==> config.mk <==
export PLATFORM = sky130hd
export DESIGN_NAME = scan_mux_n_flat
export DESIGN_NICKNAME = d
export VERILOG_FILES = /design/src/rtl/scan_mux_n_if.sv /design/src/rtl/scan_mux_n.sv /design/src/flat_wrapper.sv
export SDC_FILE = /design/constraint.sdc
export NUM_CORES = 1
export LEC_CHECK = 0
export CORE_MARGIN = 2
export CORE_UTILIZATION = 52
export DETAILED_ROUTE_END_ITERATION = 10
export PLACE_DENSITY_LB_ADDON = 0.25
export SETUP_SLACK_MARGIN = 0.2
export SLEW_MARGIN = 20
export SYNTH_ARGS = -nofsm -noshare
export SYNTH_HDL_FRONTEND = slang
export SYNTH_SLANG_ARGS = --single-unit
==> constraint.sdc <==
create_clock -name CLK -period 6.3 [get_ports CLK]
set_input_delay 1.575 -clock CLK [delete_from_list [all_inputs] [get_ports CLK]]
set_output_delay 1.575 -clock CLK [all_outputs]
set_load 0.05 [all_outputs]
==> src/rtl/scan_mux_n_if.sv <==
// Channel-data, control and output-handshake bundle for scan_mux_n.
// master = producer/consumer side, slave = the mux itself.
interface scan_mux_n_if #(
    parameter int W = 4,
    parameter int N = 4
);
    localparam int CW = $clog2(N);

    logic [N*W-1:0] IN;
    logic           MODE;
    logic [CW-1:0]  SEL;
    logic           GO;
    logic [N-1:0]   EN;
    logic           O_READY;
    logic [W-1:0]   O;
    logic [CW-1:0]  O_CH;
    logic           O_VALID;
    logic [N-1:0]   ONEHOT;

    modport master (
        output IN, MODE, SEL, GO, EN, O_READY,
        input  O, O_CH, O_VALID, ONEHOT
    );

    modport slave (
        input  IN, MODE, SEL, GO, EN, O_READY,
        output O, O_CH, O_VALID, ONEHOT
    );
endinterface

==> src/rtl/scan_mux_n.sv <==
// N-channel sampling mux: manual single-shot capture or timed round-robin scan
// over an enable mask, with a one-deep valid/ready output register.
module scan_mux_n #(
    parameter int W     = 4,
    parameter int N     = 4,
    parameter int DWELL = 4
) (
    input logic         CLK,
    input logic         RST,
    scan_mux_n_if.slave bus
);
    localparam int CW = $clog2(N);
    localparam int DW = (DWELL > 1) ? $clog2(DWELL) : 1;

    localparam logic [1:0]    S_IDLE  = 2'd0;
    localparam logic [1:0]    S_DWELL = 2'd1;
    localparam logic [1:0]    S_HOLD  = 2'd2;
    localparam logic [DW-1:0] DLAST   = DW'(DWELL - 1);
    localparam logic [CW:0]   N_CH    = (CW + 1)'(N);

    logic [1:0]    state_q, state_d;
    logic [CW-1:0] cur_q, cur_d;
    logic [DW-1:0] dcnt_q, dcnt_d;
    logic [W-1:0]  o_q, o_d;
    logic [CW-1:0] o_ch_q, o_ch_d;
    logic          o_valid_q, o_valid_d;
    logic [N-1:0]  onehot_q;

    logic [W-1:0]  ch [N];
    logic          slot_free, scan_ok, sel_ok, cap;
    logic [CW-1:0] cap_ch, first_en, next_en;

    // First enabled channel at offset skip..skip+N-1 from 'from'; returns 'from' if mask is empty.
    function automatic logic [CW-1:0] find_en(input logic [CW-1:0] from,
                                              input logic [N-1:0]  mask,
                                              input int unsigned   skip);
        logic [CW-1:0] r;
        logic          found;
        int unsigned   idx;
        r     = from;
        found = 1'b0;
        for (int unsigned k = 0; k < N; k++) begin
            idx = {{(32-CW){1'b0}}, from};
            idx = (idx + skip + k) % N;
            if (!found && mask[idx[CW-1:0]]) begin
                r     = idx[CW-1:0];
                found = 1'b1;
            end
        end
        return r;
    endfunction

    always_comb begin
        for (int unsigned i = 0; i < N; i++) begin
            ch[i] = bus.IN[i*W +: W];
        end
    end

    assign slot_free = !o_valid_q || bus.O_READY;
    assign scan_ok   = bus.MODE && (bus.EN != '0);
    assign sel_ok    = {1'b0, bus.SEL} < N_CH;
    assign first_en  = find_en(cur_q, bus.EN, 0);
    assign next_en   = find_en(cur_q, bus.EN, 1);

    always_comb begin
        state_d = state_q;
        cur_d   = cur_q;
        dcnt_d  = dcnt_q;
        cap     = 1'b0;
        cap_ch  = cur_q;
        case (state_q)
            S_IDLE: begin
                if (!bus.MODE) begin
                    if (bus.GO && slot_free && sel_ok) begin
                        cap    = 1'b1;
                        cap_ch = bus.SEL;
                    end
                end else if (scan_ok) begin
                    cur_d   = first_en;
                    dcnt_d  = '0;
                    state_d = S_DWELL;
                end
            end
            S_DWELL: begin
                if (!scan_ok) begin
                    state_d = S_IDLE;
                end else if (!bus.EN[cur_q]) begin
                    cur_d  = next_en;
                    dcnt_d = '0;
                end else if (dcnt_q == DLAST) begin
                    if (slot_free) begin
                        cap    = 1'b1;
                        cur_d  = next_en;
                        dcnt_d = '0;
                    end else begin
                        state_d = S_HOLD;
                    end
                end else begin
                    dcnt_d = dcnt_q + 1'b1;
                end
            end
            S_HOLD: begin
                if (!scan_ok) begin
                    state_d = S_IDLE;
                end else if (slot_free) begin
                    cap     = 1'b1;
                    cur_d   = next_en;
                    dcnt_d  = '0;
                    state_d = S_DWELL;
                end
            end
            default: state_d = S_IDLE;
        endcase

        o_d       = cap ? ch[cap_ch] : o_q;
        o_ch_d    = cap ? cap_ch : o_ch_q;
        o_valid_d = cap || (o_valid_q && !bus.O_READY);
    end

    always_ff @(posedge CLK) begin
        if (RST) begin
            state_q   <= S_IDLE;
            cur_q     <= '0;
            dcnt_q    <= '0;
            o_q       <= '0;
            o_ch_q    <= '0;
            o_valid_q <= 1'b0;
            onehot_q  <= {{(N-1){1'b0}}, 1'b1};
        end else begin
            state_q   <= state_d;
            cur_q     <= cur_d;
            dcnt_q    <= dcnt_d;
            o_q       <= o_d;
            o_ch_q    <= o_ch_d;
            o_valid_q <= o_valid_d;
            onehot_q  <= {{(N-1){1'b0}}, 1'b1} << cur_d;
        end
    end

    assign bus.O       = o_q;
    assign bus.O_CH    = o_ch_q;
    assign bus.O_VALID = o_valid_q;
    assign bus.ONEHOT  = onehot_q;
endmodule
==> src/flat_wrapper.sv <==
// flat-port wrapper written by rule: the top's interface ports become plain ports
module scan_mux_n_flat 
#(
    parameter int W     = 4,
    parameter int N     = 4,
    parameter int DWELL = 4
)
  (CLK, RST, bus_IN, bus_MODE, bus_SEL, bus_GO, bus_EN, bus_O_READY, bus_O, bus_O_CH, bus_O_VALID, bus_ONEHOT);
  scan_mux_n_if #(.W(W), .N(N)) bus_i ();
  input logic CLK;
  input logic RST;
  input wire logic [$bits(bus_i.IN)-1:0] bus_IN;
  input wire logic [$bits(bus_i.MODE)-1:0] bus_MODE;
  input wire logic [$bits(bus_i.SEL)-1:0] bus_SEL;
  input wire logic [$bits(bus_i.GO)-1:0] bus_GO;
  input wire logic [$bits(bus_i.EN)-1:0] bus_EN;
  input wire logic [$bits(bus_i.O_READY)-1:0] bus_O_READY;
  output wire logic [$bits(bus_i.O)-1:0] bus_O;
  output wire logic [$bits(bus_i.O_CH)-1:0] bus_O_CH;
  output wire logic [$bits(bus_i.O_VALID)-1:0] bus_O_VALID;
  output wire logic [$bits(bus_i.ONEHOT)-1:0] bus_ONEHOT;
  assign bus_i.IN = bus_IN;
  assign bus_i.MODE = bus_MODE;
  assign bus_i.SEL = bus_SEL;
  assign bus_i.GO = bus_GO;
  assign bus_i.EN = bus_EN;
  assign bus_i.O_READY = bus_O_READY;
  assign bus_O = bus_i.O;
  assign bus_O_CH = bus_i.O_CH;
  assign bus_O_VALID = bus_i.O_VALID;
  assign bus_ONEHOT = bus_i.ONEHOT;
  scan_mux_n #(.W(W), .N(N), .DWELL(DWELL)) u_core (.CLK(CLK), .RST(RST), .bus(bus_i));
endmodule
Yosys cells after proc, flatten, opt, wreduce, memory -nomap -nowiden

Cells that the tools add are included.

$mul: 0
Muxes and demuxes: 66
Reduce and logical (&&, ||, !) cells: 24
Magnitude comparators: 8
Shift-type cells: 1
$add $sub $neg: 7
Divide/modulo/power cells: 0
Eq/ne operators: 11
Bitwise logic cells: 1

Operators with widths:

| cell                                                                   | number |
|---|---|
| 2-bit 2-to-1 mux                                                       | 32 |
| 2-bit by 3-bit < comparator with 1-bit output (second input constant)  | 7 |
| 1-bit 2-to-1 mux                                                       | 20 |
| 2-bit one-hot mux with 3 select lines                                  | 3 |
| 1-bit binary-select mux with 2-bit select                              | 7 |
| 1-bit logical AND                                                      | 9 |
| 3-bit != test (second input constant)                                  | 3 |
| 2-bit adder (second input constant)                                    | 4 |
| 4-bit binary-select mux with 2-bit select                              | 1 |
| 1-bit zero test                                                        | 8 |
| 4-bit 2-to-1 mux                                                       | 2 |
| 2-bit by 1-bit adder with 2-bit output (second input constant)         | 3 |
| 2-bit by 1-bit != test with 1-bit output (second input constant)       | 3 |
| 6-bit AND reduction                                                    | 1 |
| 5-bit AND reduction                                                    | 1 |
| 2-bit equality test (second input constant)                            | 2 |
| 4-bit nonzero test                                                     | 1 |
| 1-bit by 2-bit << shifter with 4-bit output (first input constant)     | 1 |
| 3-bit greater-or-equal comparator (second input constant)              | 1 |
| 3-bit by 2-bit != test with 1-bit output (second input constant)       | 1 |
| 2-bit NOT with 3-bit output                                            | 1 |
| 1-bit one-hot mux with 3 select lines                                  | 1 |
| 3-bit nonzero test                                                     | 1 |
| 2-bit by 1-bit equality test with 1-bit output (second input constant) | 1 |
| other kinds (3)                                                        | 4 |

Memory bits (read-only): 0
Register bits: 17
Memories: 0
Logic and storage cells: 125
Input bits: 27
Bits in latches: 0
Memory bits (writable): 0
Output and inout port bits: 11

Longest topological paths before layout

Gate-level depths: netlist of the first run.

Depth in word-level cells: 19
Mapped depth: 10
Gate-level depth less buffers: 9

Worst setup path before layout of the first run

OpenSTA, ideal clock, no wires.

Kind: input to register
Start point: input bus_O_READY
End point: register u_core.o_q[3], in the netlist u_core.bus.O[3]
Required time: 6231 ps
Arrival: 3014 ps
Stages on the path: 8
Path buffers: 2
Setup slack: 3217 ps
Path through: nand2b_1 -> clkbuf_1 -> and2_1 -> mux2_2 -> buf_6 -> mux2i_1 -> mux2_2 -> o21ai_1

Word-level cells in the longest chain between the ends: 9
Elaborated cells between the ends (all ways): 17

RTL lines:

| what                                                 | RTL line           | text |
|---|---|---|
| start: declaration                                   | flat_wrapper.sv:17 | `input wire logic [$bits(bus_i.O_READY)-1:0] bus_O_READY;` |
| 1-bit logical OR *                                   | scan_mux_n.sv:59   | `assign slot_free = !o_valid_q \|\| bus.O_READY;` |
| 1-bit logical AND                                    | scan_mux_n.sv:74   | `if (bus.GO && slot_free && sel_ok) begin` |
| 2-bit 2-to-1 mux                                     | scan_mux_n.sv:74   |  |
| 2-bit 2-to-1 mux                                     | scan_mux_n.sv:73   | `if (!bus.MODE) begin` |
| 2-bit 2-to-1 mux                                     | scan_mux_n.sv:71   | `case (state_q)` |
| 2-bit NOT with 3-bit output (implied by the code)    | scan_mux_n.sv:115  | `o_d = cap ? ch[cap_ch] : o_q;` |
| 4-bit binary-select mux with 2-bit select            | scan_mux_n.sv:115  |  |
| 4-bit 2-to-1 mux (implied by the code) (2 in series) | scan_mux_n.sv:115  |  |
| end signal: assignment                               | scan_mux_n.sv:125  | `o_q <= '0;` |
| end signal: assignment                               | scan_mux_n.sv:133  | `o_q <= o_d;` |
| end: declaration                                     | scan_mux_n.sv:24   | `logic [W-1:0] o_q, o_d;` |

Every way passes the cells marked *; elsewhere a longest branch is shown, timed or not. The select of a mux whose other input is x is not followed.
A chain may end at the register's enable or synchronous reset.

Worst setup path in the final report of the first run

Start point: input bus_EN[1]
End point: register u_core.o_ch_q[1], in the netlist u_core.bus.O_CH[1]

Word-level cells in the longest chain between the ends: 5
Elaborated cells between the ends (all ways): 8

RTL lines:

| what                                      | RTL line           | text |
|---|---|---|
| start: declaration                        | flat_wrapper.sv:16 | `input wire logic [$bits(bus_i.EN)-1:0] bus_EN;` |
| 1-bit binary-select mux with 2-bit select | scan_mux_n.sv:87   | `end else if (!bus.EN[cur_q]) begin` |
| 1-bit 2-to-1 mux (implied by the code)    | scan_mux_n.sv:87   |  |
| 1-bit 2-to-1 mux                          | scan_mux_n.sv:87   |  |
| 1-bit 2-to-1 mux                          | scan_mux_n.sv:85   | `if (!scan_ok) begin` |
| 1-bit one-hot mux with 3 select lines *   | scan_mux_n.sv:71   |  |
| end signal: assignment                    | scan_mux_n.sv:134  | `o_ch_q <= o_ch_d;` |
| end: declaration                          | scan_mux_n.sv:25   | `logic [CW-1:0] o_ch_q, o_ch_d;` |

Marks and branches as above.

==> results of run 1 <==
-- sequential cells by signal (all words and copies together) (netlist names) --
| register | cells |
|---|---|
| u_core.bus.ONEHOT | 4 |
| u_core.bus.O | 4 |
| u_core.bus.O_CH | 2 |
| u_core.cur_q | 2 |
| u_core.dcnt_q | 2 |
| u_core.state_q | 2 |
| u_core.bus.O_VALID | 1 |
-- synth_stat cells (3+ instances only) --
library cell / number
nand2_1: 8
nand2b_1: 7
a21oi_1: 11
mux2_2: 5
o21ai_0: 4
and2_1: 4
clkbuf_1: 4
o211ai_1: 3
ha_1: 5
nor2_1: 15
nand3_1: 5
o21ai_1: 5
mux2i_1: 10
dfxtp_1: 17
inv_1: 7
nor2b_1: 3
buf_2: 8
-- power groups by stage --
stage                     clock, µW  combinational [µW]  sequential [µW]
final                          54.8                 137              125
after global routing           59.8                 148              127
after CTS                      57.0                 136              125
after detailed placement          0                 135              128
after global placement            0                 132              127
after floorplan                   0                85.9              138
-- critical path: cells and delay by family --
family | cells | cell delay (ns)
AO/OA/AOI/OAI | 2 | 0.57
buffers and inverters | 1 | 0.67
multiplexers | 2 | 0.90
AND/OR/NAND/NOR | 1 | 0.06
-- routing by layer --
layer  up-vias  routed length [µm]  GRT usage
met5         -                   0          0
met4         0                  25     0.0662
met3         4                 250     0.0279
met2        56                1760      0.374
met1       665                1580      0.324
li1        690                   -          -
-- stage by stage --
stage	area, µm²	util	power [µW]
2_1_floorplan	1390	-	224
3_3_place_gp	1720	0.688	259
3_5_place_dp	1720	0.688	262
4_1_cts	1750	0.699	319
5_1_grt	1750	0.699	334
6_report	1750	0.699	318
-- path summary, 6_finish.rpt --
path / depth (start not counted) / end / slack [ns]
worst max-delay path: 6 / u_core.bus.O_CH[1]$_SDFFE_PP0P_ / 2.69
worst min-delay path: 2 / u_core.bus.O[2]$_SDFFE_PP0P_ / 0.47
worst max register to register: 8 / u_core.bus.O[3]$_SDFFE_PP0P_ / 3.92
worst min register to register: 2 / u_core.bus.O[2]$_SDFFE_PP0P_ / 0.47
-- logic make-up (layout without fill, tap and decap cells) --
kind of cell    Yosys count  in the layout  synth area share
simple gates             62             62             0.250
buf+inv                  22             49            0.0775
fa+ha+maj                 5              5            0.0450
flops                    17             17             0.245
compound gates           49             49             0.254
mux                      16             16             0.129
-- area by class of cell --
cell class | instances | area, µm² | area share
multi-input combinational | 132 | 941 | 0.539
timing repair buffer | 37 | 370 | 0.212
sequential | 17 | 340 | 0.195
tap | 30 | 37.5 | 0.0215
inverter | 8 | 30.0 | 0.0172
clock buffer | 3 | 22.5 | 0.0129
clock inverter | 1 | 5.00 | 0.00287
==> qor.csv, run 1 <==
metric,value,unit
yosysWarnings,0,
ctsLongestPathBuffers,2,
first_pass_iters,4,
ios,38,
reg2reg_from,u_core.state_q[1]$_SDFFE_PP0P_,
num_antenna_cells,0,
crit_path_start_kind,input port,
p_clk_frac,0.172,
holdWs,0.466,ns
syn-cell-area,1390,µm²
drt-initial-drc-count,87,
core_area,2500,µm²
drv_cap,0,
skew,0.00138,ns
htree_num_levels,1,
synth_cell_types,54,
place_ws,2.42,ns
synth-edff-count,0,
switching_share,0.365,
grt_first_pass_wirelength,5.93,mm
grt_max_degree,23,
drc,0,
p_leak,0.000654,µW
synth-seq-cells,17,
worstPathMaxFanout,16,
rsz0062_at_grt,no,
crit_path_max_incr_delay,0.67,ns
grt_pass1_vias,1259,
final_common_cell,clkdlybuf4s50_1,
syn-num-nets,203,
nNetsFinal,231,
dp.final_hpwl,2.72,mm
hold_viol_final,0,
yosys_most_used_dff,dfxtp_1,
num_rows,18,
slew_headroom,0.557,
avgViaCountPerCell,6.21,
cts_resized,0,
power_frac_seq,0.395,
synth_area_leaders,"dfxtp_1 25%, mux2i_1 7.2%, ha_1 4.5%",
vdd_ir_drop_max,0.000221,V
placed_cells,224,
setup_ws,2.69,ns
drv_slew,0,
worstPathRequired,6.46,ns
die_h,55.7,µm
final_cell_mix,"37 x clkdlybuf4s50_1, 17 x dfxtp_1, 15 x nor2_1, 11 x a21oi_1, 10 x mux2i_1",
synth_top_area_frac,0.245,
crit_chain,clkdlybuf4s50_1 > mux4_2 > a221o_1 > o2111ai_2 > mux2i_1 > nor2_1,
drt_wl_total,3.62,mm
tightestPinTransition,0.664,ns
antenna_left,0,
ys_async_sr_fraction,0,
root_buffer,clkbuf_4,
final_layout_size_suffix_gt1_frac,0.0808,
cts_buffers,3,
cts_setup_buffers,0,
cts_num_sinks,17,
p_switching,116,µW
avgRoutedWirePerCell,15.9,µm
post-route-min-period,3.61,ns
dieArea,3100,µm²
p_int,202,µW
setup_tns,0,ns
final_cells,228,
p_comb_frac,0.433,
die_w,55.7,µm
path_clk_slew,0.09,ns
hp-start,u_core.bus.O[2]$_SDFFE_PP0P_,
critPathSlowestCell,clkdlybuf4s50_1,
hp-class,reg2reg,
start_util,0.556,
antenna_found_initial,0,
gp_congestion,0.915,
cts_hold_buf,0,
fillers,204,
cp.arrival,3.77,ns
vias,1415,
insertion_delay,0.28,ns
setup_viol,0,
status,"finished, final reports clean",
fmax,277,MHz
critPathCaptureType,flop,
path_class,in2reg,
fin_crit_sh,0.573,
yosys.area.top_type,dfxtp_1,
pwr_density_cell,182,nW/µm²
track_usage,0.232,
grt-ovfl-total,0,
seq_area_frac_synth,0.245,
cts_tree,yes,
syn_avg_cell_area,8.12,µm²
startpoint,bus_EN[1],
syn2layout_area_growth,25.8,%
port_buffers,37,
syn-instance-count,171,
Power figures use the tool's default switching activity.
==> inputs of run 2 (changes only) <==
- CORE_UTILIZATION: 52 -> 48
- clock period: 6.3 -> 3.4 ns (I/O delays scaled with it)
==> run 2 against run 1 <==
Effect of this change: combinational power is 85% higher; power is 86% higher; largest cell class unchanged; sequential share of layout area is 0.33 points lower; clock skew is 0.0029 ns higher; core utilization is 5.4 points lower; critical path type unchanged; via count is 2.6% lower.
==> qor.csv, run 2 (synthesis results as in run 1) <==
metric,value,unit,change
gp_congestion,0.898,,-1.8%
tightestPinTransition,0.653,ns,-0.0103 ns
num_antenna_cells,0,,unchanged
nNetsFinal,235,,+1.7%
track_usage,0.218,,-0.0134
final_layout_size_suffix_gt1_frac,0.0941,,+0.0133
final_util,0.644,,-0.0544
r2r_slack,1.07,ns,-2.85 ns
antenna_found_initial,0,,unchanged
r2r-end,u_core.bus.O[1]$_SDFFE_PP0P_,,
post-route-min-period,2.84,ns,
hold_viol_final,0,,unchanged
grt_first_pass_wirelength,5.90,mm,-0.59%
cts_buffers,3,,unchanged
core_area,2760,µm²,+10%
path_class,in2reg,,
place_ws,0.288,ns,-2.13 ns
ios,38,,unchanged
rsz0062_at_grt,no,,
die_h,57.8,µm,+3.8%
fin_crit_sh,0.834,,
grt-ovfl-total,0,,unchanged
avgViaCountPerCell,5.91,,-4.7%
root_buffer,clkbuf_4,,
worstHoldEndpoint,u_core.bus.O[0]$_SDFFE_PP0P_,,
hold_depth,2,,unchanged
grt_max_degree,23,,unchanged
setup_tns,0,ns,unchanged
dieArea,3340,µm²,+7.7%
final_common_cell,clkdlybuf4s50_1,,
die_w,57.8,µm,+3.8%
ctsLongestPathBuffers,2,,unchanged
placed_cells,229,,+2.2%
hp-start,u_core.bus.O[0]$_SDFFE_PP0P_,,
fmax,353,MHz,
htree_num_levels,1,,unchanged
start_util,0.504,,-0.0519
vias,1378,,-2.6%
worstPathMaxFanout,12,,-4
vdd_ir_drop_max,0.000371,V,+68%
dr.max_layer_used,met4,,
setup_viol,0,,unchanged
antenna_left,0,,unchanged
dp.final_hpwl,2.65,mm,-2.5%
hp-class,reg2reg,,
cts_num_sinks,17,,unchanged
cts_resized,0,,unchanged
num_rows,19,,+1
p_leak,0.000670,µW,+2.5%
status,"finished, final reports clean",,
port_buffers,37,,unchanged
path_clk_slew,0.10,ns,about the same
drv_slew,0,,unchanged
cp.arrival,2.99,ns,-0.78 ns
cts_tree,yes,,
reg2reg_from,u_core.cur_q[0]$_SDFF_PP0_,,
setup_ws,0.564,ns,-2.13 ns
first_pass_iters,4,,unchanged
critPathCaptureType,flop,,
finalPower,591,µW,+86%
drc,0,,unchanged
route.met3.wl,168,µm,-33%
slew_headroom,0.564,,+0.00688
avgRoutedWirePerCell,14.9,µm,-6.1%
skew,0.00429,ns,+0.00291 ns
wl_met1,1.54,mm,-2.5%
drv_cap,0,,unchanged
cts_hold_buf,0,,unchanged
final_cells,233,,+2.2%
crit_path_start_kind,input port,,
cts_setup_buffers,0,,unchanged
worst-r2r-cell-count,5,,-3
insertion_delay,0.28,ns,about the same
worstPathRequired,3.55,ns,-2.91 ns
drt_wl_total,3.47,mm,-4.1%
grt_pass1_vias,1306,,+3.7%
final_cell_mix,"37 x clkdlybuf4s50_1, 17 x dfxtp_1, 15 x nor2_1, 11 x a21oi_1, 10 x mux2i_1",,
pwr_density_cell,333,nW/µm²,+83%
drt-initial-drc-count,114,,+31%
syn2layout_area_growth,27.9,%,
met2_length,1.72,mm,-2.7%
==> run 2: worst max-delay path by stage <==
stage | from | to | slack [ns]
6_report | bus_EN[3] | u_core.bus.ONEHOT[2]$_SDFF_PP0_ | 0.56
5_1_grt | bus_EN[3] | u_core.bus.ONEHOT[2]$_SDFF_PP0_ | 0.42
4_1_cts | bus_EN[3] | u_core.bus.O[1]$_SDFFE_PP0P_ | 0.57
3_5_place_dp | bus_EN[3] | u_core.bus.O[0]$_SDFFE_PP0P_ | 0.29
3_3_place_gp | bus_EN[0] | u_core.bus.O[0]$_SDFFE_PP0P_ | 0.31
2_1_floorplan | bus_O_READY | u_core.bus.O[3]$_SDFFE_PP0P_ | 1.04
==> run 2: metrics by stage <==
stage               cell area (µm²)  hold slack [ns]
floorplan                      1390            0.457
global placement               1750            0.446
detailed placement             1750            0.449
CTS                            1780            0.481
global route                   1780            0.495
finish                         1780            0.476
==> run 2: layer usage <==
layer,track usage,up-vias
li1,-,696
met1,0.282,634
met2,0.385,42
met3,0.0290,6
met4,0.0498,0
met5,0,-
==> run 2: area by class of cell <==
class	count	area, µm²
clock buffers	4	26.3
fillers	241	981
repair buffers	41	400
inverters	8	30.0
flip-flops and latches	17	340
multi-input cells	132	941
well taps	31	38.8
==> run 2: worst max-delay path: stages <==
cell and delay [ns]:
clkdlybuf4s50_1 0.63, nand2b_1 0.26, o221ai_1 0.17, o21ai_0 0.12, a211oi_1 0.42, a2bb2oi_1 0.42
nor3_1 0.12
==> run 2: power by group <==
part	internal (µW)	switching (µW)	total [µW]
Sequential	213	19.3	232
Clock	45.5	58.9	104
Combinational	120	135	254
Total	378	213	591
